`src/rtl/ps2_kbd_rx_if.sv`:
```
// Key-event stream from the PS/2 receiver to the keyboard matrix logic.
// The receiver drives the master side; the consumer drives ev_ready.
interface ps2_kbd_rx_if;
  logic       ev_valid;
  logic       ev_ready;
  logic [7:0] ev_code;
  logic       ev_ext;
  logic       ev_rel;

  modport master (output ev_valid, output ev_code, output ev_ext, output ev_rel, input ev_ready);
  modport slave  (input ev_valid, input ev_code, input ev_ext, input ev_rel, output ev_ready);
endinterface

```
`src/rtl/ps2_kbd_rx.sv`:
```
// PS/2 keyboard receiver: de-glitches the line pair, deserialises device-to-host
// frames, folds E0/F0 prefixes into flags and queues key events in a FWFT FIFO.
module ps2_kbd_rx #(
  parameter int FILTER_LEN     = 8,
  parameter int TIMEOUT_CYCLES = 50000,
  parameter int FIFO_DEPTH     = 4
) (
  input  logic  clk,
  input  logic  reset_n,
  input  logic  ps2clk,
  input  logic  ps2dat,
  ps2_kbd_rx_if.master ev,
  output logic  err_parity,
  output logic  err_frame,
  output logic  err_timeout,
  output logic  overflow
);

  localparam int FW = (FILTER_LEN > 1) ? $clog2(FILTER_LEN) : 1;
  localparam int TW = $clog2(TIMEOUT_CYCLES + 1);
  localparam int PW = (FIFO_DEPTH > 1) ? $clog2(FIFO_DEPTH) : 1;
  localparam int CW = PW + 1;

  typedef enum logic [1:0] {IDLE = 2'd0, DATA = 2'd1, PARITY = 2'd2, STOP = 2'd3} state_t;

  // Bit 0 carries the PS/2 clock, bit 1 the PS/2 data; idle level is high.
  logic [1:0]    sync1_q, sync2_q, filt_q, filt_d;
  logic [FW-1:0] fcnt_q [2];
  logic [FW-1:0] fcnt_d [2];
  logic          prevClk_q;
  logic          fall;

  state_t        state_q, state_d;
  logic [2:0]    bitCnt_q, bitCnt_d;
  logic [7:0]    shift_q, shift_d;
  logic          parity_q, parity_d;
  logic [TW-1:0] toCnt_q, toCnt_d;
  logic          pendExt_q, pendExt_d, pendRel_q, pendRel_d;
  logic          errPar_q, errPar_d, errFrm_q, errFrm_d, errTo_q, errTo_d, ovf_q, ovf_d;
  logic          push;
  logic [9:0]    pushData;

  logic [9:0]    fifoMem [FIFO_DEPTH];
  logic [PW-1:0] wrPtr_q, rdPtr_q;
  logic [CW-1:0] count_q, count_d;
  logic          empty, full, pop, wrEn;
  logic [9:0]    head;

  // A level only moves after FILTER_LEN consecutive disagreeing samples.
  always_comb begin
    filt_d = filt_q;
    for (int i = 0; i < 2; i++) begin
      fcnt_d[i] = '0;
      if (sync2_q[i] != filt_q[i]) begin
        if (fcnt_q[i] == FW'(FILTER_LEN - 1)) filt_d[i] = sync2_q[i];
        else                                  fcnt_d[i] = fcnt_q[i] + 1'b1;
      end
    end
  end

  always_ff @(posedge clk or negedge reset_n) begin
    if (!reset_n) begin
      sync1_q   <= 2'b11;
      sync2_q   <= 2'b11;
      filt_q    <= 2'b11;
      prevClk_q <= 1'b1;
      for (int i = 0; i < 2; i++) fcnt_q[i] <= '0;
    end else begin
      sync1_q   <= {ps2dat, ps2clk};
      sync2_q   <= sync1_q;
      filt_q    <= filt_d;
      prevClk_q <= filt_q[0];
      for (int i = 0; i < 2; i++) fcnt_q[i] <= fcnt_d[i];
    end
  end

  assign fall = prevClk_q & ~filt_q[0];

  always_comb begin
    state_d   = state_q;
    bitCnt_d  = bitCnt_q;
    shift_d   = shift_q;
    parity_d  = parity_q;
    toCnt_d   = '0;
    pendExt_d = pendExt_q;
    pendRel_d = pendRel_q;
    errPar_d  = 1'b0;
    errFrm_d  = 1'b0;
    errTo_d   = 1'b0;
    push      = 1'b0;
    pushData  = {pendExt_q, pendRel_q, shift_q};
    case (state_q)
      IDLE: if (fall && !filt_q[1]) begin
        state_d  = DATA;
        bitCnt_d = 3'd0;
      end
      DATA: if (fall) begin
        shift_d  = {filt_q[1], shift_q[7:1]};
        bitCnt_d = bitCnt_q + 3'd1;
        if (bitCnt_q == 3'd7) state_d = PARITY;
      end
      PARITY: if (fall) begin
        parity_d = filt_q[1];
        state_d  = STOP;
      end
      STOP: if (fall) begin
        state_d = IDLE;
        if (!(^{shift_q, parity_q})) begin
          errPar_d  = 1'b1;
          pendExt_d = 1'b0;
          pendRel_d = 1'b0;
        end else if (!filt_q[1]) begin
          errFrm_d  = 1'b1;
          pendExt_d = 1'b0;
          pendRel_d = 1'b0;
        end else if (shift_q == 8'hE0) begin
          pendExt_d = 1'b1;
        end else if (shift_q == 8'hF0) begin
          pendRel_d = 1'b1;
        end else begin
          push      = 1'b1;
          pendExt_d = 1'b0;
          pendRel_d = 1'b0;
        end
      end
      default: state_d = IDLE;
    endcase
    // Transitions above happen only on fall, so the timeout never collides with them.
    if (state_q != IDLE) begin
      if (fall) begin
        toCnt_d = '0;
      end else if (toCnt_q == TW'(TIMEOUT_CYCLES - 1)) begin
        state_d   = IDLE;
        errTo_d   = 1'b1;
        pendExt_d = 1'b0;
        pendRel_d = 1'b0;
      end else begin
        toCnt_d = toCnt_q + 1'b1;
      end
    end
  end

  assign empty = (count_q == '0);
  assign full  = (count_q == CW'(FIFO_DEPTH));
  assign pop   = !empty && ev.ev_ready;
  assign wrEn  = push && (!full || pop);
  assign ovf_d = push && full && !pop;

  always_comb begin
    count_d = count_q;
    if (wrEn && !pop)      count_d = count_q + 1'b1;
    else if (!wrEn && pop) count_d = count_q - 1'b1;
  end

  always_ff @(posedge clk or negedge reset_n) begin
    if (!reset_n) begin
      state_q   <= IDLE;
      bitCnt_q  <= '0;
      shift_q   <= '0;
      parity_q  <= 1'b0;
      toCnt_q   <= '0;
      pendExt_q <= 1'b0;
      pendRel_q <= 1'b0;
      errPar_q  <= 1'b0;
      errFrm_q  <= 1'b0;
      errTo_q   <= 1'b0;
      ovf_q     <= 1'b0;
      wrPtr_q   <= '0;
      rdPtr_q   <= '0;
      count_q   <= '0;
    end else begin
      state_q   <= state_d;
      bitCnt_q  <= bitCnt_d;
      shift_q   <= shift_d;
      parity_q  <= parity_d;
      toCnt_q   <= toCnt_d;
      pendExt_q <= pendExt_d;
      pendRel_q <= pendRel_d;
      errPar_q  <= errPar_d;
      errFrm_q  <= errFrm_d;
      errTo_q   <= errTo_d;
      ovf_q     <= ovf_d;
      wrPtr_q   <= wrPtr_q + PW'(wrEn);
      rdPtr_q   <= rdPtr_q + PW'(pop);
      count_q   <= count_d;
    end
  end

  // Storage needs no reset: the head is masked whenever the FIFO is empty.
  always_ff @(posedge clk) begin
    if (wrEn) fifoMem[wrPtr_q] <= pushData;
  end

  assign head        = empty ? 10'd0 : fifoMem[rdPtr_q];
  assign ev.ev_valid = !empty;
  assign ev.ev_code  = head[7:0];
  assign ev.ev_rel   = head[8];
  assign ev.ev_ext   = head[9];

  assign err_parity  = errPar_q;
  assign err_frame   = errFrm_q;
  assign err_timeout = errTo_q;
  assign overflow    = ovf_q;

endmodule

```
`src/flat_wrapper.sv`:
```
// flat-port wrapper written by rule: the top's interface ports become plain ports
module ps2_kbd_rx_flat 
#(
  parameter int FILTER_LEN     = 8,
  parameter int TIMEOUT_CYCLES = 50000,
  parameter int FIFO_DEPTH     = 4
)
  (clk, reset_n, ps2clk, ps2dat, err_parity, err_frame, err_timeout, overflow, ev_ev_valid, ev_ev_code, ev_ev_ext, ev_ev_rel, ev_ev_ready);
  ps2_kbd_rx_if ev_i ();
  input  logic clk;
  input  logic reset_n;
  input  logic ps2clk;
  input  logic ps2dat;
  output logic err_parity;
  output logic err_frame;
  output logic err_timeout;
  output logic overflow;
  output wire logic [$bits(ev_i.ev_valid)-1:0] ev_ev_valid;
  output wire logic [$bits(ev_i.ev_code)-1:0] ev_ev_code;
  output wire logic [$bits(ev_i.ev_ext)-1:0] ev_ev_ext;
  output wire logic [$bits(ev_i.ev_rel)-1:0] ev_ev_rel;
  input wire logic [$bits(ev_i.ev_ready)-1:0] ev_ev_ready;
  assign ev_ev_valid = ev_i.ev_valid;
  assign ev_ev_code = ev_i.ev_code;
  assign ev_ev_ext = ev_i.ev_ext;
  assign ev_ev_rel = ev_i.ev_rel;
  assign ev_i.ev_ready = ev_ev_ready;
  ps2_kbd_rx #(.FILTER_LEN(FILTER_LEN), .TIMEOUT_CYCLES(TIMEOUT_CYCLES), .FIFO_DEPTH(FIFO_DEPTH)) u_core (.clk(clk), .reset_n(reset_n), .ps2clk(ps2clk), .ps2dat(ps2dat), .ev(ev_i), .err_parity(err_parity), .err_frame(err_frame), .err_timeout(err_timeout), .overflow(overflow));
endmodule
```
`config.mk`:
```
export PLATFORM = sky130hd
export DESIGN_NAME = ps2_kbd_rx_flat
export DESIGN_NICKNAME = d
export VERILOG_FILES = /design/src/rtl/ps2_kbd_rx_if.sv /design/src/rtl/ps2_kbd_rx.sv /design/src/flat_wrapper.sv
export SDC_FILE = /design/constraint.sdc
export NUM_CORES = 1
export LEC_CHECK = 0
export ABC_CLOCK_PERIOD_IN_PS = 2900
export CORE_MARGIN = 4
export CORE_UTILIZATION = 54
export CTS_CLUSTER_SIZE = 28
export DETAILED_ROUTE_END_ITERATION = 12
export GPL_ROUTABILITY_DRIVEN = 0
export PLACE_DENSITY = 0.83
export SLEW_MARGIN = 20
export SYNTH_ARGS = -nofsm -noshare
export SYNTH_HDL_FRONTEND = slang
export SYNTH_SLANG_ARGS = --single-unit
```
`constraint.sdc`:
```
create_clock -name clk -period 2.9 [get_ports clk]
set_clock_uncertainty 0.2 [all_clocks]
set_input_delay 0.435 -clock clk [delete_from_list [all_inputs] [get_ports clk]]
set_output_delay 0.435 -clock clk [all_outputs]
set_load 0.02 [all_outputs]
```
==> flow_summary.toml, run 1 <==
[cts]
clockBufferDepth = 2
postCtsSetupRepairBufs = 0
cts.htree.levels = 3
clk_pin_slew_worst_paths_ps = 90
clk_latency_ps = 350
cts_sinks = 96
cts-root-buf = "clkbuf_8"
cts_hold_buffers = 0
tritoncts = "built"
cts_buffers = 9

[sta]
worst_slew_pin_slew_ps = 840
period_minus_slack_ps = 2780
hold_viol_final = 1
fmax_mhz = 360
whs_ps = -0.147
finalSetupViolCount = 0
relSlewSlack = 0.438
drv_slew = 0
fin_ws_ps = 120
rsz0062_at_grt = "yes"
fin_crit_sh = 0.959

[route]
via_per_inst = 5.19
routed_wl_mm = 6.08
antenna_left = 0
wl_per_cell_um = 14.5
drt_first_pass_iters = 4
vias = 2168
drt_iter0_markers = 78
drcViolationCount = 0

[worst_setup_path]
start_kind = "flip-flop"
cp.required_ps = 2770
cp_cell_sequence = "xnor2_1, xnor3_2, xnor2_4, nand3_2, buf_4, nor3_1, buf_4"
arrival_ps = 2650
worstSetupPathType = "flip-flop to flip-flop"
crit_path_max_fanout = 6
crit_top_cell = "buf_4"
max_stage_delay_ps = 520
end_kind = "flip-flop"
worst-path-buf-inv = 2
cp_top_family = "XOR/XNOR gates"
slowest_stage = "nor3_1"

[synth]
netlist_area_um2 = 4070
synth_nets = 291
yosysUniqueCellTypes = 45
synth_top_flop_cell = "dfrtp_1"
yosys-top-cells-count = "49 x dfrtp_1, 40 x edfxtp_1, 27 x nor2_1"
synth_area_leaders = "dfrtp_1 30%, edfxtp_1 30%, mux4_2 5.5%"
synth-seq-area-share = 0.642
ys_ff_latch = 96
post-synth-top-area-fraction = 0.302
yosysMostFrequentCell = "dfrtp_1"
yosysTopAreaCell = "dfrtp_1"
syn_inst = 275
ys_warn_count = 0
synth_edf_count = 40
synthArstFlopShare = 0.583
avgSynthCellArea_um2 = 14.8

[global_route]
antenna_found_initial = 0
track_usage = 0.154
grt_pass1_vias = 2240
grt_start_max_net_pins = 57
grt-ovfl-total = 0
grt_pass1_wl_mm = 10.5

[power]
vdd_ir_drop_max_mv = 0.307
leakage_uw = 0.00190
total_power_uw = 2730
p_per_area_nw_per_um2 = 588

[final_layout]
drive_above_1_share = 0.232
final_nets = 330
fillCellCount = 578
antenna_cells = 0
synthToLayoutAreaGrowth_pct = 14.2
finish.instance_area_um2 = 4640
utilization = 0.637

[place]
io_buffers = 19
dp_slack_ps = -35.0
placed_area_um2 = 4460
dpl.hpwl_mm = 4.29

[floorplan]
design.core.area_um2 = 7290
die_w_um = 94.8
initial_core_util = 0.558
fp-row-count = 31
die_h_um = 94.8
io_pins = 20
die_area_um2 = 8980

[run_status]
status = "complete, but fails checks"
violations = "hold timing"

[worst_hold_path]
hp-class = "input port to asynchronous set/reset pin"

[run]
drv_cap = 0
==> where the power goes <==
part	switching, µW	total (µW)	internal (µW)
sequential	75.8	1590	1520
clock	458	796	338
combinational	186	344	158
total	720	2730	2010
==> what timing repair did <==
action	in CTS	in global routing
hold endpoints to repair	0	0
endpoints found under the setup margin	0	33
gates resized for setup	0	2
==> per-stage QoR <==
step	setup TNS (ps)	instances	hold slack [ps]
2_1_floorplan	0	275	-60.6
3_3_place_gp	0	402	147
3_5_place_dp	-35.0	402	147
4_1_cts	0	418	14.1
5_1_grt	-522	418	47.5
6_report	0	418	-0.147
==> final timing paths <==
path	slack (ps)	depth (start not counted)	start	end
max	120	7	u_core.shift_q[1]	u_core.fifoMem[0][5]
min	-0.1	2	reset_n	u_core.toCnt_q[9]
max reg2reg	120	7	u_core.shift_q[1]	u_core.fifoMem[0][5]
min reg2reg	160	0	u_core.sync1_q[0]	u_core.sync2_q[0]
max in group asynchronous	2050	2	reset_n	u_core.shift_q[6]
min in group clk	160	0	u_core.sync1_q[0]	u_core.sync2_q[0]
==> flip-flops by register name (all words and copies together), names as in the netlist, 2 cells and up <==
signal and flops:
u_core.sync2_q 2, u_core.count_q 3, u_core.filt_q 2, u_core.sync1_q 2, u_core.wrPtr_q 2, u_core.bitCnt_q 3, u_core.fcnt_q 6, u_core.state_q 2
u_core.rdPtr_q 2, u_core.toCnt_q 16, u_core.fifoMem 40, u_core.shift_q 8
==> routing by layer <==
layer	share of wire	global-route usage	up-vias	wire, µm
met3	0.034	0.0398	7	207
met5	0	0	-	0
met4	0.013	0.0481	0	76
li1	-	-	1065	-
met1	0.44	0.192	1070	2680
met2	0.51	0.262	26	3110
==> kinds of logic after synthesis <==
kind of cell,synth area share
simple gates,0.125
xor+xnor,0.0702
compound gates,0.0228
buf+inv,0.0154
fa+ha+maj,0.0357
flops,0.642
mux,0.0886
==> worst register-to-register path: stages, from the launching register on <==
cell     delay [ps]
dfrtp_1         400
xnor2_1         160
xnor3_2         490
xnor2_4         200
nand3_2          90
buf_4           170
nor3_1          520
buf_4           280
==> cell type report <==
type                            instances  area [µm²]  share of cell area
Sequential cell                        96        2610               0.562
Multi-Input combinational cell        164        1400               0.300
Timing Repair Buffer                   34         302              0.0649
Clock buffer                           10         138              0.0296
Tap cell                               99         124              0.0267
Clock inverter                          6        41.3             0.00889
Inverter                                9        33.8             0.00727
==> cell usage in the layout, fill, tap and decap left out, types with 5 or more instances in the layout <==
master,count
nand4_1,5
xnor2_1,10
inv_1,9
edfxtp_1,40
dfstp_2,7
nor2_1,26
xor2_1,13
nand2_1,10
clkbuf_8,10
o21ai_0,5
clkdlybuf4s50_1,18
buf_4,14
mux4_2,10
ha_1,10
nor3_1,8
mux2_2,12
dfrtp_1,49
and2_1,12
Power figures use the tool's default switching activity.
==> run 2: changes to the inputs <==
- ABC_CLOCK_PERIOD_IN_PS: 2900 -> 3200
- CORE_UTILIZATION: 54 -> 64
- PLACE_DENSITY: 0.83 -> 0.91
- clock period: 2.9 -> 3.2 ns (I/O delays scaled with it)
==> run 2 against run 1 <==
The run now ends clean. Maximum frequency down 6.7%. Worst hold slack better by 160 ps. Utilization up 13 points. Clock-buffer cell count unchanged. Cell area down 0.81%. Die area down 14%. Final cell count down 7.4%. Sequential power down 9%. Combinational power down 14%. Register-to-register slack better by 100 ps. Highest routed layer unchanged. Power down 4.9%. Critical path depth up 4.
==> flow_summary.toml, run 2 (synthesized netlist as in run 1, its figures left out) <==
[run_status]
status = "completed"

[route]
drt_iter0_markers = 99
drcViolationCount = 0
via_per_inst = 5.82
routed_wl_mm = 6.59
antenna_left = 0
drt_first_pass_iters = 4
wl_per_cell_um = 17.0
vias = 2254

[final_layout]
synthToLayoutAreaGrowth_pct = 13.3
layout.cells.non_filler = 387
antenna_cells = 0
reg_top3 = "u_core.fifoMem: 40 flops, u_core.toCnt_q: 16 flops, u_core.shift_q: 8 flops"
final_common_cell = "dfrtp_1"
drive_above_1_share = 0.212
largest-register = "u_core.fifoMem"
largest_reg_flops = 40
final_nets = 323
final_cell_mix = "47 x dfrtp_1, 40 x edfxtp_1, 27 x nor2_1"

[worst_setup_path]
reg2reg_depth = 11
crit_path_max_fanout = 8
start_kind = "flip-flop"
slowest_stage = "xnor3_2"
arrival_ps = 3070
max_stage_delay_ps = 490
cp_cell_sequence = "xnor2_1, xnor3_2, xnor2_4, nand3_4, inv_1, ha_1, inv_1, fa_1, xor2_1, nor2_1, xor2_1"
end_kind = "flip-flop"
worstSetupPathType = "flip-flop to flip-flop"
cp.required_ps = 3290

[sta]
hold_viol_final = 0
whs_ps = 160
period_minus_slack_ps = 2980
fin_ws_ps = 220
drv_slew = 0
worst_slew_pin_slew_ps = 884
finalSetupViolCount = 0
relSlewSlack = 0.408
fin_tns_setup_ps = 0
rsz0062_at_grt = "no"
fmax_mhz = 336
fin_crit_sh = 0.931

[cts]
clk_latency_ps = 360
cts.htree.levels = 3
postCtsSetupRepairBufs = 0
cts_sinks = 96
cts_buffers = 9
cts-root-buf = "clkbuf_8"
clockBufferDepth = 2
clk_pin_slew_worst_paths_ps = 90
tritoncts = "built"

[global_route]
track_usage = 0.199
grt_pass1_vias = 2412
antenna_found_initial = 0
grt-ovfl-total = 0
grt_start_max_net_pins = 31
grt_pass1_wl_mm = 11.4

[power]
total_power_uw = 2600
p_per_area_nw_per_um2 = 564
leakage_uw = 0.00188
swShare = 0.250
combPwrFrac = 0.114
pwr-share-clk = 0.327
p_seq_frac = 0.559
vdd_ir_drop_max_mv = 0.493
p_int_uw = 1950
p_sw_uw = 649

[worst_hold_path]
whs_path_depth = 0
hp-class = "flip-flop to flip-flop"

[place]
dp_slack_ps = 89.8
io_buffers = 19
dp.cells = 370
dpl.hpwl_mm = 4.59

[floorplan]
design.core.area_um2 = 6030
fp-row-count = 28
die_w_um = 87.7
io_pins = 20
die_h_um = 87.7
die_area_um2 = 7690
initial_core_util = 0.675

[run]
drv_cap = 0
==> run 2: cell types whose count changed in the layout (fill, tap and decap cells not counted), moves of 2 or more <==
cell and delta:
inv_4 -2, dfrtp_2 +2, bufinv_16 +2, buf_4 -7, dfrtp_1 -2
==> run 2: final timing paths <==
kind                                        start                 to  slack (ps)
worst max-delay path            u_core.shift_q[3]  u_core.count_q[2]         220
worst min-delay path            u_core.sync1_q[1]  u_core.sync2_q[1]         160
worst max register to register  u_core.shift_q[3]  u_core.count_q[2]         220
worst min register to register  u_core.sync1_q[1]  u_core.sync2_q[1]         160
max in group asynchronous                 reset_n  u_core.sync1_q[1]        1540
min in group asynchronous                 reset_n  u_core.toCnt_q[8]         470
==> run 2: timing repair <==
item,in CTS,in global routing
resized for setup,0,3
hold buffers,1,0
hold endpoints to repair,28,0
endpoints found under the setup margin,0,1
==> run 2: cell type report <==
class / count / area, µm²
clock buffer: 10 / 128
clock inverter: 6 / 90.1
fill: 339 / 1420
inverter: 9 / 33.8
multi-input combinational: 164 / 1400
sequential: 96 / 2610
tap: 75 / 93.8
timing repair buffer: 27 / 248
==> run 2: metal layers <==
metal | part of all wire | track usage | vias up
met3 | 0.040 | 0.0555 | 15
met5 | 0 | 0 | -
li1 | - | - | 1052
met4 | 0.017 | 0.0656 | 0
met2 | 0.52 | 0.344 | 47
met1 | 0.42 | 0.244 | 1140
==> run 2: stage by stage <==
stage / cell area (µm²) / utilization
2_1_floorplan: 4070 / -
3_3_place_gp: 4370 / 0.725
3_5_place_dp: 4370 / 0.725
4_1_cts: 4600 / 0.763
5_1_grt: 4610 / 0.765
6_report: 4610 / 0.765
==> run 2: power groups by stage <==
stage	logic, µW	clock network [µW]	registers [µW]
3_3_place_gp	274	0	1470
4_1_cts	296	872	1450
6_report	296	850	1450
2_1_floorplan	234	0	1450
5_1_grt	339	932	1460
3_5_place_dp	291	0	1480
==> run 2: worst max-delay path, delay by kind of cell, from the launching register on <==
family / cells / cell delay, ps
adder cells (fa/ha/maj): 2 / 570
buffers and inverters: 2 / 180
AND/OR/NAND/NOR: 2 / 260
flip-flops: 1 / 470
XOR/XNOR: 5 / 1250
